--- src/rtl/iterated_signed_divmod_stream_if.sv ---
// iterated_signed_divmod_stream_if: operand/result valid-ready bundle; abort exists only with ITER_DIV_ABORT_EN
interface iterated_signed_divmod_stream_if #(
    parameter int NWIDTH = 8,
    parameter int DWIDTH = 6
);
    logic              in_valid;
    logic              in_ready;
    logic              in_floor;
    logic [NWIDTH-1:0] numerator;
    logic [DWIDTH-1:0] denominator;
    logic              out_valid;
    logic              out_ready;
`ifdef ITER_DIV_ABORT_EN
    logic              abort;
`endif
    logic [NWIDTH-1:0] quotient;
    logic [DWIDTH-1:0] remainder;
    logic              div_zero;
    logic              overflow;
    modport slave (
        input  in_valid, in_floor, numerator, denominator, out_ready,
`ifdef ITER_DIV_ABORT_EN
        input  abort,
`endif
        output in_ready, out_valid, quotient, remainder, div_zero, overflow
    );
    modport master (
        output in_valid, in_floor, numerator, denominator, out_ready,
`ifdef ITER_DIV_ABORT_EN
        output abort,
`endif
        input  in_ready, out_valid, quotient, remainder, div_zero, overflow
    );
endinterface

--- src/rtl/iterated_signed_divmod_stream.sv ---
// iterated_signed_divmod_stream: multi-cycle signed divider with truncate/floor rounding and stream handshakes.
// Optional ITER_DIV_ABORT_EN adds an abort input that returns any busy state to IDLE.
module iterated_signed_divmod_stream #(
    parameter int NWIDTH = 8,
    parameter int DWIDTH = 6,
    parameter int STEPS  = 1
) (
    input logic clk,
    input logic reset,
    iterated_signed_divmod_stream_if.slave s
);
    localparam int C  = NWIDTH / STEPS;
    localparam int CW = $clog2(C + 1);
    typedef enum logic [1:0] {IDLE, CALC, FIX, HOLD} state_t;
    state_t            state, state_nx;
    logic [NWIDTH-1:0] n_r, qm, qm_nx, q_s, q_f, q_o;
    logic [DWIDTH-1:0] d_r, r_s, r_f, r_o;
    logic [NWIDTH:0]   dm, pr, pr_nx, t, d_ext;
    logic [CW-1:0]     cnt;
    logic              fl_r, adj, dz, ov, dz_o, ov_o, ab, sn, sd, accept;
`ifdef ITER_DIV_ABORT_EN
    assign ab = s.abort;
`else
    assign ab = 1'b0;
`endif
    assign sn     = n_r[NWIDTH-1];
    assign sd     = d_r[DWIDTH-1];
    assign accept = state == IDLE && s.in_valid;
    assign d_ext  = {{(NWIDTH+1-DWIDTH){s.denominator[DWIDTH-1]}}, s.denominator};
    // qm starts as |n| and shifts dividend bits out the top while quotient bits enter at the bottom
    always_comb begin
        pr_nx = pr;
        qm_nx = qm;
        t     = '0;
        for (int i = 0; i < STEPS; i++) begin
            t     = {pr_nx[NWIDTH-1:0], qm_nx[NWIDTH-1]};
            qm_nx = {qm_nx[NWIDTH-2:0], t >= dm};
            pr_nx = t >= dm ? t - dm : t;
        end
    end
    always_comb begin
        q_s = (sn ^ sd) ? -qm : qm;
        r_s = sn ? -pr[DWIDTH-1:0] : pr[DWIDTH-1:0];
        adj = fl_r && |r_s && (r_s[DWIDTH-1] != sd);
        q_f = adj ? q_s - NWIDTH'(1) : q_s;
        r_f = adj ? r_s + d_r : r_s;
        dz  = d_r == '0;
        ov  = n_r == {1'b1, {(NWIDTH-1){1'b0}}} && &d_r;
    end
    always_comb begin
        state_nx = state;
        case (state)
            IDLE:    state_nx = s.in_valid ? CALC : IDLE;
            CALC:    state_nx = cnt == '0 ? FIX : CALC;
            FIX:     state_nx = HOLD;
            HOLD:    state_nx = s.out_ready ? IDLE : HOLD;
            default: state_nx = IDLE;
        endcase
        if (ab && state != IDLE) state_nx = IDLE;
    end
    // the first CALC cycle (cnt == C) is an alignment slot; the C steps run with cnt C-1..0
    always_ff @(posedge clk or posedge reset) begin
        if (reset) begin
            state <= IDLE;
            n_r   <= '0;
            d_r   <= '0;
            fl_r  <= 1'b0;
            qm    <= '0;
            dm    <= '0;
            pr    <= '0;
            cnt   <= '0;
            q_o   <= '0;
            r_o   <= '0;
            dz_o  <= 1'b0;
            ov_o  <= 1'b0;
        end else begin
            state <= state_nx;
            if (accept) begin
                n_r  <= s.numerator;
                d_r  <= s.denominator;
                fl_r <= s.in_floor;
                qm   <= s.numerator[NWIDTH-1] ? -s.numerator : s.numerator;
                dm   <= s.denominator[DWIDTH-1] ? -d_ext : d_ext;
                pr   <= '0;
                cnt  <= CW'(C);
                dz_o <= 1'b0;
                ov_o <= 1'b0;
            end
            if (state == CALC) begin
                cnt <= cnt - CW'(1);
                if (cnt != CW'(C)) begin
                    qm <= qm_nx;
                    pr <= pr_nx;
                end
            end
            if (state == FIX && !ab) begin
                q_o  <= dz ? '1 : q_f;
                r_o  <= dz ? '0 : r_f;
                dz_o <= dz;
                ov_o <= ov;
            end
        end
    end
    assign s.in_ready  = state == IDLE;
    assign s.out_valid = state == HOLD;
    assign s.quotient  = q_o;
    assign s.remainder = r_o;
    assign s.div_zero  = dz_o;
    assign s.overflow  = ov_o;
endmodule

--- src/flat_wrapper.sv ---
// flat-port wrapper written by rule: the top's interface ports become plain ports
module iterated_signed_divmod_stream_flat 
#(
    parameter int NWIDTH = 8,
    parameter int DWIDTH = 6,
    parameter int STEPS  = 1
)
  (clk, reset, s_in_valid, s_in_floor, s_numerator, s_denominator, s_out_ready, s_in_ready, s_out_valid, s_quotient, s_remainder, s_div_zero, s_overflow);
  iterated_signed_divmod_stream_if #(.NWIDTH(NWIDTH), .DWIDTH(DWIDTH)) s_i ();
  input logic clk;
  input logic reset;
  input wire logic [$bits(s_i.in_valid)-1:0] s_in_valid;
  input wire logic [$bits(s_i.in_floor)-1:0] s_in_floor;
  input wire logic [$bits(s_i.numerator)-1:0] s_numerator;
  input wire logic [$bits(s_i.denominator)-1:0] s_denominator;
  input wire logic [$bits(s_i.out_ready)-1:0] s_out_ready;
  output wire logic [$bits(s_i.in_ready)-1:0] s_in_ready;
  output wire logic [$bits(s_i.out_valid)-1:0] s_out_valid;
  output wire logic [$bits(s_i.quotient)-1:0] s_quotient;
  output wire logic [$bits(s_i.remainder)-1:0] s_remainder;
  output wire logic [$bits(s_i.div_zero)-1:0] s_div_zero;
  output wire logic [$bits(s_i.overflow)-1:0] s_overflow;
  assign s_i.in_valid = s_in_valid;
  assign s_i.in_floor = s_in_floor;
  assign s_i.numerator = s_numerator;
  assign s_i.denominator = s_denominator;
  assign s_i.out_ready = s_out_ready;
  assign s_in_ready = s_i.in_ready;
  assign s_out_valid = s_i.out_valid;
  assign s_quotient = s_i.quotient;
  assign s_remainder = s_i.remainder;
  assign s_div_zero = s_i.div_zero;
  assign s_overflow = s_i.overflow;
  iterated_signed_divmod_stream #(.NWIDTH(NWIDTH), .DWIDTH(DWIDTH), .STEPS(STEPS)) u_core (.clk(clk), .reset(reset), .s(s_i));
endmodule
--- config.mk ---
export PLATFORM = sky130hd
export DESIGN_NAME = iterated_signed_divmod_stream_flat
export DESIGN_NICKNAME = d
export VERILOG_FILES = /design/src/rtl/iterated_signed_divmod_stream_if.sv /design/src/rtl/iterated_signed_divmod_stream.sv /design/src/flat_wrapper.sv
export SDC_FILE = /design/constraint.sdc
export NUM_CORES = 1
export LEC_CHECK = 0
export CORE_UTILIZATION = 39
export DETAILED_ROUTE_END_ITERATION = 10
export GPL_TIMING_DRIVEN = 1
export PLACE_DENSITY_LB_ADDON = 0.08
export SLEW_MARGIN = 5
export SYNTH_ARGS = -nofsm -noshare
export SYNTH_HDL_FRONTEND = slang
export SYNTH_SLANG_ARGS = --single-unit
--- constraint.sdc ---
create_clock -name clk -period 3.31 [get_ports clk]
set_input_delay 0.331 -clock clk [delete_from_list [all_inputs] [get_ports clk]]
set_output_delay 0.331 -clock clk [all_outputs]
set_load 0.05 [all_outputs]
# Word level (Yosys, flattened, before mapping)
# Cells that the tools add are included.
# totals
ff_bits	63
input_bits	19
output_inout_bits	18
# op_classes
add_sub_neg	8
n_lt_le_gt_ge	1
n_eq_ne	6
muxes	24
bitwise_logic	1
reduce_logical	11
# ops
cell	n
two-way mux 8 bit	7
two-way mux 9 bit	5
two-way mux 6 bit	3
negator 8 bit	2
>= comparator 9 bit	1
negator 9 bit	1
subtractor 9 bit	1
== test 8 bit (second input constant)	1
two-way mux 4 bit	2
one-hot mux 2 bit (4 select lines)	1
subtractor 8 x 1 -> 8 bit (second input constant)	1
adder 6 bit	1
zero test 6 bit	1
negator 6 bit	1
AND reduction 6 bit	1
OR reduction 6 bit	1
== test 2 bit (second input constant)	2
logical AND 1 bit	4
zero test 4 bit	1
two-way mux 1 bit	4
two-way mux 2 bit	2
inequality test 4 bit (second input constant)	1
nonzero test 2 bit	2
subtractor 4 x 1 -> 4 bit (second input constant)	1
4 further kinds	4

# Depth between registers and ports, before layout
# Gate-level depths: netlist of the first run.
# logic_depth
word_depth	7
mapped_depth	11

# Worst setup path after synthesis of the first run
# OpenSTA, ideal clock, no wires.
# synth_path
kind	register to register
from	register u_core.state[0]
to	register u_core.qm[0]
setup_time_ps	84
arrival_ps	2202
required_ps	3226
path_slack_ps	1024
path_stages_with_launch	8
n_path_buf	3
synth_period_minus_slack_ps	2286
path_cell_list	dfrtp_1 > clkbuf_1 > nor2_1 > and2_1 > clkbuf_1 > clkbuf_1 > a21oi_1 > a21boi_0
# synth_via
elab_chain_len	5
elab_cells_between_ends	6
# synth_lines
element	line_no	text
from (decl)	iterated_signed_divmod_stream.sv:15	state_t state, state_nx;
from (signal assigned)	iterated_signed_divmod_stream.sv:77	state <= state_nx;
zero test 2 bit (*)	-	
net s_in_ready	flat_wrapper.sv:17	output wire logic [$bits(s_i.in_ready)-1:0] s_in_ready;
logical AND 1 bit (*)	iterated_signed_divmod_stream.sv:28	assign accept = state == IDLE && s.in_valid;
two-way mux 8 bit (*)	iterated_signed_divmod_stream.sv:78	if (accept) begin
two-way mux 8 bit	iterated_signed_divmod_stream.sv:91	if (cnt != CW'(C)) begin
two-way mux 8 bit (*)	iterated_signed_divmod_stream.sv:89	if (state == CALC) begin
to (signal assigned)	iterated_signed_divmod_stream.sv:82	qm <= s.numerator[NWIDTH-1] ? -s.numerator : s.numerator;
to (signal assigned)	iterated_signed_divmod_stream.sv:92	qm <= qm_nx;
to (decl)	iterated_signed_divmod_stream.sv:16	logic [NWIDTH-1:0] n_r, qm, qm_nx, q_s, q_f, q_o;
# The timed path passes the listed nets; every way through them passes the cells marked *.
# A chain may end at the register's enable or synchronous reset.

# Worst setup path in the final report of the first run
# layout_path
from	register u_core.n_r[7]
to	register u_core.q_o[7] (netlist: u_core.s.quotient[7])
# layout_via
elab_chain_len	6
elab_cells_between_ends	10
# layout_lines
element	line_no	text
from (decl)	iterated_signed_divmod_stream.sv:16	
from (signal assigned)	iterated_signed_divmod_stream.sv:79	n_r <= s.numerator;
branches (longest 4 deep; another with subtractor 8 x 1 -> 8 bit)	-	
two-way mux 8 bit (*)	iterated_signed_divmod_stream.sv:45	q_f = adj ? q_s - NWIDTH'(1) : q_s;
two-way mux 8 bit (*)	iterated_signed_divmod_stream.sv:97	q_o <= dz ? '1 : q_f;
to (signal assigned)	iterated_signed_divmod_stream.sv:97	
to (decl)	iterated_signed_divmod_stream.sv:16	
# Mark *: on every way between the ends.

==> impl_metrics.py, run 1 <==
metrics = {
    "status": {
        "status": "finished clean",
    },
    "place": {
        "gp_congestion": 0.795,
        "post-place-ws_ns": 0.729,
        "place_inst": 623,
        "dp_hpwl_mm": 7.20,
        "portBuffers": 36,
    },
    "synthesis": {
        "synth_cell_types": 56,
        "ys_ff_latch": 61,
        "postSynthCellCount": 468,
        "synth-seq-area-share_pct": 38.5,
        "avgSynthCellArea_um2": 8.48,
        "synth_ff_type": "dfrtp_1",
        "synth_warnings": 0,
        "syn-cell-area_um2": 3970,
        "synth_nets": 509,
        "synthArstFlopShare_pct": 100,
        "synth_edf_count": 0,
    },
    "power_and_ir_drop": {
        "power.density_nw_per_um2": 1120,
        "power.total_w": 0.00515,
        "p_leak_nw": 2.00,
        "peakVddDrop_uv": 461,
    },
    "critical_path": {
        "worstReg2RegStart": "u_core.n_r[7]",
        "start_kind": "register",
        "path_buf_inv": 0,
        "reg2regPathDepth": 6,
        "path_cells": "xnor2_1 -> or3_1 -> nand4_1 -> or4_1 -> mux2i_1 -> nor3_1",
        "cp_top_family": "simple AND/OR/NAND/NOR gates",
        "path_max_fanout": 13,
        "crit_path_end": "u_core.s.quotient[7]",
        "r2r_slack_ns": 0.74,
        "slowest_stage": "xnor2_1",
        "end_kind": "register",
        "crit_arrival_ns": 2.81,
        "regToRegEndpoint": "u_core.s.quotient[7]",
        "critPathRequiredTime_ns": 3.55,
        "cp-startpoint": "u_core.n_r[7]",
        "slowest_delay_ns": 0.80,
        "crit_cells": 6,
        "path_class": "reg -> reg",
    },
    "cts": {
        "cts.path.max_buffers": 2,
        "clk_latency_ns": 0.34,
        "ctsResizeCount": 0,
        "ctsHtreeMaxLevel": 3,
        "cts_tree": "done",
        "post_cts_buffers": 0,
        "tritoncts.num_buffers": 9,
        "cts.sinks": 61,
        "cts_hold_buf": 0,
        "cts-root-buf": "clkbuf_8",
        "clk_pin_slew_worst_paths_ns": 0.08,
    },
    "final_layout": {
        "layout.cells.non_filler": 639,
        "antenna_cells": 0,
        "multi_input_area_um2": 2240,
        "drive_above_1_share_pct": 6.13,
        "area_growth_syn_to_layout_pct": 16.4,
        "seqCellArea_um2": 1530,
        "fin_nets": 542,
        "fill_cells": 1026,
    },
    "timing": {
        "fin_skew_ns": 0.0114,
        "final_max_slew_viol_count": 0,
        "setup_viol": 0,
        "hold_violations": 0,
        "fmax_mhz": 389,
        "fin_crit_ns": 2.57,
        "min_period_over_period_pct": 77.7,
        "worstMarginPinSlew_ns": 1.06,
        "relSlewSlack_pct": 29.1,
        "fin_setup_tns_ns": 0,
        "setup_slack_ns": 0.739,
        "rsz0062_at_grt": "no",
    },
    "routing": {
        "drt_iter0_markers": 173,
        "num_vias": 3354,
        "totalWireLength_mm": 9.62,
        "routedWlPerCell_um": 15.1,
        "via_per_inst": 5.25,
        "detail-route-antenna-nets": 0,
        "drt-pass1-iter-count": 4,
        "drc": 0,
    },
    "floorplan": {
        "num_rows": 36,
        "start_util_pct": 40.4,
        "ios": 37,
        "core_um2": 9820,
        "die-area_um2": 10600,
        "die_y_um": 103,
        "die_w_um": 103,
    },
    "grt": {
        "antenna_found_initial": 0,
        "grt_max_degree": 33,
        "grt_use_total_pct": 19.8,
        "grt-ovfl-total": 0,
        "grt_pass1_wl_mm": 16.0,
        "grt_pass1_vias": 3245,
    },
    "min_path": {
        "min_path_type": "in -> async",
    },
    "flow_run": {
        "max_cap_viol_count": 0,
    },
}
worst register-to-register path, cell delays in order, from the launching register on:
cell and delay (ns):
dfrtp_1 0.51, xnor2_1 0.80, or3_1 0.25, nand4_1 0.16, or4_1 0.53, mux2i_1 0.15, nor3_1 0.07
flip-flops by register name, indices dropped and copies added, names as in the netlist:
register            flops
u_core.dm               9
u_core.pr               8
u_core.fl_r             1
u_core.s.div_zero       1
u_core.n_r              8
u_core.s.overflow       1
u_core.qm               8
u_core.state            2
u_core.s.quotient       8
u_core.cnt              4
u_core.s.remainder      6
u_core.d_r              5
power breakdown:
group | switching [W] | leakage (nW) | internal, W
logic | 0.00186 | 1.16 | 0.00126
clock network | 0.000307 | 0.0829 | 0.000267
registers | 0.000390 | 0.757 | 0.00107
cell type report:
cell class / count / share of cell area (%)
repair buffers: 42 / 8.78
clock inverters: 5 / 0.596
well taps: 133 / 3.60
inverters: 31 / 2.52
multi-input cells: 356 / 48.6
flip-flops and latches: 61 / 33.1
clock buffers: 11 / 2.85
cell usage after synthesis, types with 5 or more instances:
master / count / area [µm²]
nand4_1: 7 / 43.8
o21ai_0: 30 / 150
a31oi_1: 7 / 43.8
nand3_1: 8 / 40.0
dfrtp_1: 61 / 1530
ha_1: 20 / 250
xor2_1: 9 / 78.8
nor3_1: 9 / 45.0
nor2b_1: 6 / 37.5
nand2_1: 83 / 312
or3_1: 5 / 31.3
o21ai_1: 8 / 40.0
nor2_1: 39 / 146
o221ai_1: 7 / 61.3
nand2b_1: 9 / 56.3
a211oi_1: 5 / 37.5
xnor2_1: 15 / 131
inv_1: 31 / 116
mux2i_1: 11 / 110
a21oi_1: 16 / 80.1
clkbuf_1: 16 / 60.1
metal layers:
metal  track usage (%)  routed length [µm]  up-vias  part of all wire, %
met5                 0                   0        -                    0
met4              5.96                 109        0                  1.1
met2              30.8                4220       68                   44
met3              3.73                 338        9                  3.5
li1                  -                   -     1711                    -
met1              28.1                4960     1566                   52
through the flow:
step / util, % / cell area, µm² / hold slack [ns]
final: 47.0 / 4620 / 0.285
after detailed placement: 45.4 / 4460 / 0.468
after global routing: 47.0 / 4620 / 0.318
after floorplan: - / 3970 / 0.436
after global placement: 45.4 / 4460 / 0.463
after CTS: 47.0 / 4620 / 0.304
how the worst min path moves through the flow:
stage                     to  cells after the start             start
2_1_floorplan  u_core.d_r[2]                      2  s_denominator[2]
3_3_place_gp   u_core.n_r[4]                      2     u_core.n_r[4]
3_5_place_dp   u_core.n_r[5]                      2     u_core.n_r[5]
4_1_cts         u_core.pr[4]                      2             reset
5_1_grt         u_core.pr[4]                      2             reset
6_report        u_core.pr[4]                      2             reset
cells by family (layout without fill, tap and decap cells):
group / Yosys count / after routing / share of synthesized area [%]
and+or+nand+nor: 189 / 189 / 22.6
DFF: 61 / 61 / 38.5
buffers and inverters: 51 / 89 / 4.95
xor gates and xnor gates: 24 / 24 / 5.30
AOI/OAI and AO/OA: 110 / 110 / 18.5
muxes: 11 / 11 / 2.78
adders and majority gates: 22 / 22 / 7.32
cell usage in the layout (no fill, tap or decap), types with 3 or more instances in the layout:
cell type	synthesis	final
xnor2_1	15	15
clkbuf_8	0	9
o21ai_0	30	30
nor2_1	39	39
nand4_1	7	7
nor3_1	9	9
and2_1	4	4
nor3b_1	4	4
clkinv_2	0	4
o211ai_1	3	3
clkdlybuf4s50_1	0	36
dfrtp_1	61	61
nand3_1	8	8
mux2i_1	11	11
xor2_1	9	9
nand2b_1	9	9
a21oi_1	16	16
buf_4	0	6
o31ai_1	4	4
a21o_1	4	4
o221ai_1	7	7
nor4_1	3	3
ha_1	20	20
a211o_1	3	3
o311a_1	3	3
inv_1	31	30
or3_1	5	5
a31oi_1	7	7
nand2_1	83	83
o21ai_1	8	8
o21bai_1	3	3
nor2b_1	6	6
a211oi_1	5	5
No activity file was read; power rests on OpenSTA's default activity.
==> run 2: changes to the inputs <==
Clock period 3.31 ns to 2.3 ns, I/O delays scaled along.
==> run 2 against run 1 <==
  * Hold slack got worse by 0.053 ns
  * Clock skew decreased by 0.0038 ns
  * Clock power increased by 48%
  * Sequential share of layout area decreased by 1.4 points
  * Setup slack got worse by 0.58 ns
  * Wire length increased by 0.10%
  * Die area unchanged
  * Global-route usage increased by 0.43 points
  * Power increased by 52%
  * Cell count increased by 3.3%
  * Sequential power increased by 34%
  * Largest power group unchanged
  * Critical path depth increased by 3
==> impl_metrics.py, run 2 (synthesis results as in run 1) <==
metrics = {
    "status": {
        "status": "finished clean",
    },
    "critical_path": {
        "worstReg2RegStart": "u_core.pr[0]",
        "start_kind": "register",
        "path_max_fanout": 8,
        "end_kind": "register",
        "path_class": "reg -> reg",
        "slowest_stage": "dfrtp_1",
        "r2r_slack_ns": 0.16,
        "slowest_delay_ns": 0.38,
        "crit_arrival_ns": 2.39,
        "cpMostUsedCell": "buf_4",
        "regToRegEndpoint": "u_core.pr[0]",
        "reg2regPathDepth": 9,
        "critPathRequiredTime_ns": 2.55,
        "path_cells": "buf_4 -> ha_1 -> nor2b_1 -> o21a_1 -> o21a_2 -> o2111ai_2 -> nand3_1 -> buf_4 -> o221ai_1",
    },
    "power_and_ir_drop": {
        "comb_power_share_pct": 64.1,
        "p_leak_nw": 2.13,
        "p_seq_share_pct": 25.0,
        "p_int_w": 0.00406,
        "p_clk_share_pct": 10.8,
        "swShare_pct": 48.2,
        "power.total_w": 0.00784,
        "switching_power_w": 0.00378,
        "power.density_nw_per_um2": 1620,
        "peakVddDrop_uv": 589,
    },
    "routing": {
        "detail-route-antenna-nets": 0,
        "num_vias": 3433,
        "drc": 0,
        "via_per_inst": 5.20,
        "routedWlPerCell_um": 14.6,
        "drt-pass1-iter-count": 4,
        "totalWireLength_mm": 9.63,
        "drt_iter0_markers": 159,
    },
    "cts": {
        "cts.path.max_buffers": 2,
        "cts_tree": "done",
        "cts.sinks": 61,
        "clk_pin_slew_worst_paths_ns": 0.07,
        "tritoncts.num_buffers": 9,
        "ctsHtreeMaxLevel": 3,
        "clk_latency_ns": 0.34,
        "cts_hold_buf": 0,
        "cts-root-buf": "clkbuf_8",
    },
    "grt": {
        "grt_max_degree": 41,
        "grt_pass1_vias": 3379,
        "grt-ovfl-total": 0,
        "grt_pass1_wl_mm": 16.4,
        "antenna_found_initial": 0,
        "grt_use_total_pct": 20.3,
    },
    "floorplan": {
        "die_w_um": 103,
        "die_y_um": 103,
        "start_util_pct": 40.4,
        "die-area_um2": 10600,
        "core_um2": 9820,
        "ios": 37,
        "num_rows": 36,
    },
    "final_layout": {
        "area_growth_syn_to_layout_pct": 21.7,
        "largest_reg_flops": 9,
        "largest-register": "u_core.dm",
        "antenna_cells": 0,
        "drive_above_1_share_pct": 11.0,
        "fill_cells": 1006,
        "fin_nets": 563,
        "mostFrequentLayoutCell": "nand2_1",
        "final_cell_mix": "83 x nand2_1, 61 x dfrtp_1, 39 x nor2_1",
    },
    "timing": {
        "relSlewSlack_pct": 59.6,
        "hold_slack_ns": 0.232,
        "rsz0062_at_grt": "yes",
        "min_period_over_period_pct": 93.1,
        "fin_crit_ns": 2.14,
        "fin_skew_ns": 0.00769,
        "setup_viol": 0,
        "fmax_mhz": 467,
        "worstMarginPinSlew_ns": 0.603,
        "hold_violations": 0,
        "setup_slack_ns": 0.159,
        "final_max_slew_viol_count": 0,
    },
    "place": {
        "dp_hpwl_mm": 7.26,
        "portBuffers": 36,
        "post-place-ws_ns": 0.0307,
        "gp_congestion": 0.820,
    },
    "min_path": {
        "min_path_type": "in -> async",
    },
    "flow_run": {
        "max_cap_viol_count": 0,
    },
}
[run 2: worst max-delay path by stage]
stage	start	endpoint	slack, ns
after floorplan	u_core.state[0]	u_core.qm[0]	0.01
after global placement	u_core.pr[0]	u_core.s.remainder[4]	0.1
after detailed placement	u_core.pr[0]	u_core.s.remainder[5]	0.03
after CTS	u_core.pr[0]	u_core.s.remainder[5]	0.008
after global routing	u_core.pr[0]	u_core.s.remainder[5]	-0.03
final	u_core.pr[0]	u_core.pr[0]	0.16
[run 2: repair_timing]
item	4_1_cts	5_1_grt
endpoints found under the setup margin	0	12
gates resized for setup	0	8
buffers inserted	0	1
[run 2: power by group through the flow]
stage	Sequential, W	Combinational, W	Clock, W
finish	0.00196	0.00503	0.000850
global route	0.00203	0.00562	0.000925
CTS	0.00195	0.00495	0.000882
detailed placement	0.00197	0.00492	0
global placement	0.00196	0.00485	0
floorplan	0.00225	0.00321	0
[run 2: worst max-delay path: cells and delay by family, from the launching register on]
kind | cells | cell delay [ns]
fa+ha+maj | 1 | 0.30
buf+inv | 2 | 0.33
compound gates | 4 | 0.81
flops | 1 | 0.38
simple gates | 2 | 0.23
[run 2: per-stage QoR]
| stage | cells | TNS (ns) | cell area (µm²) | utilization [%] |
|---|---|---|---|---|
| detailed placement | 643 | 0 | 4620 | 47.1 |
| floorplan | 468 | 0 | 3970 | - |
| CTS | 659 | 0 | 4790 | 48.8 |
| global route | 660 | -0.0414 | 4830 | 49.2 |
| global placement | 643 | 0 | 4620 | 47.1 |
| finish | 660 | 0 | 4830 | 49.2 |
[run 2: layout make-up]
class	instances	area (µm²)	share of cell area [%]
Multi-Input combinational cell	356	2270	47.1
Sequential cell	61	1530	31.6
Timing Repair Buffer	63	576	11.9
Tap cell	133	166	3.45
Clock buffer	12	145	3.01
Inverter	31	116	2.41
Clock inverter	4	23.8	0.492
[run 2: routing by layer]
layer / vias to the layer above / track usage, % / routed length [µm]
li1: 1743 / - / -
met1: 1614 / 29.1 / 4840
met2: 67 / 31.1 / 4290
met3: 9 / 2.92 / 381
met4: 0 / 7.37 / 119
met5: - / 0 / 0
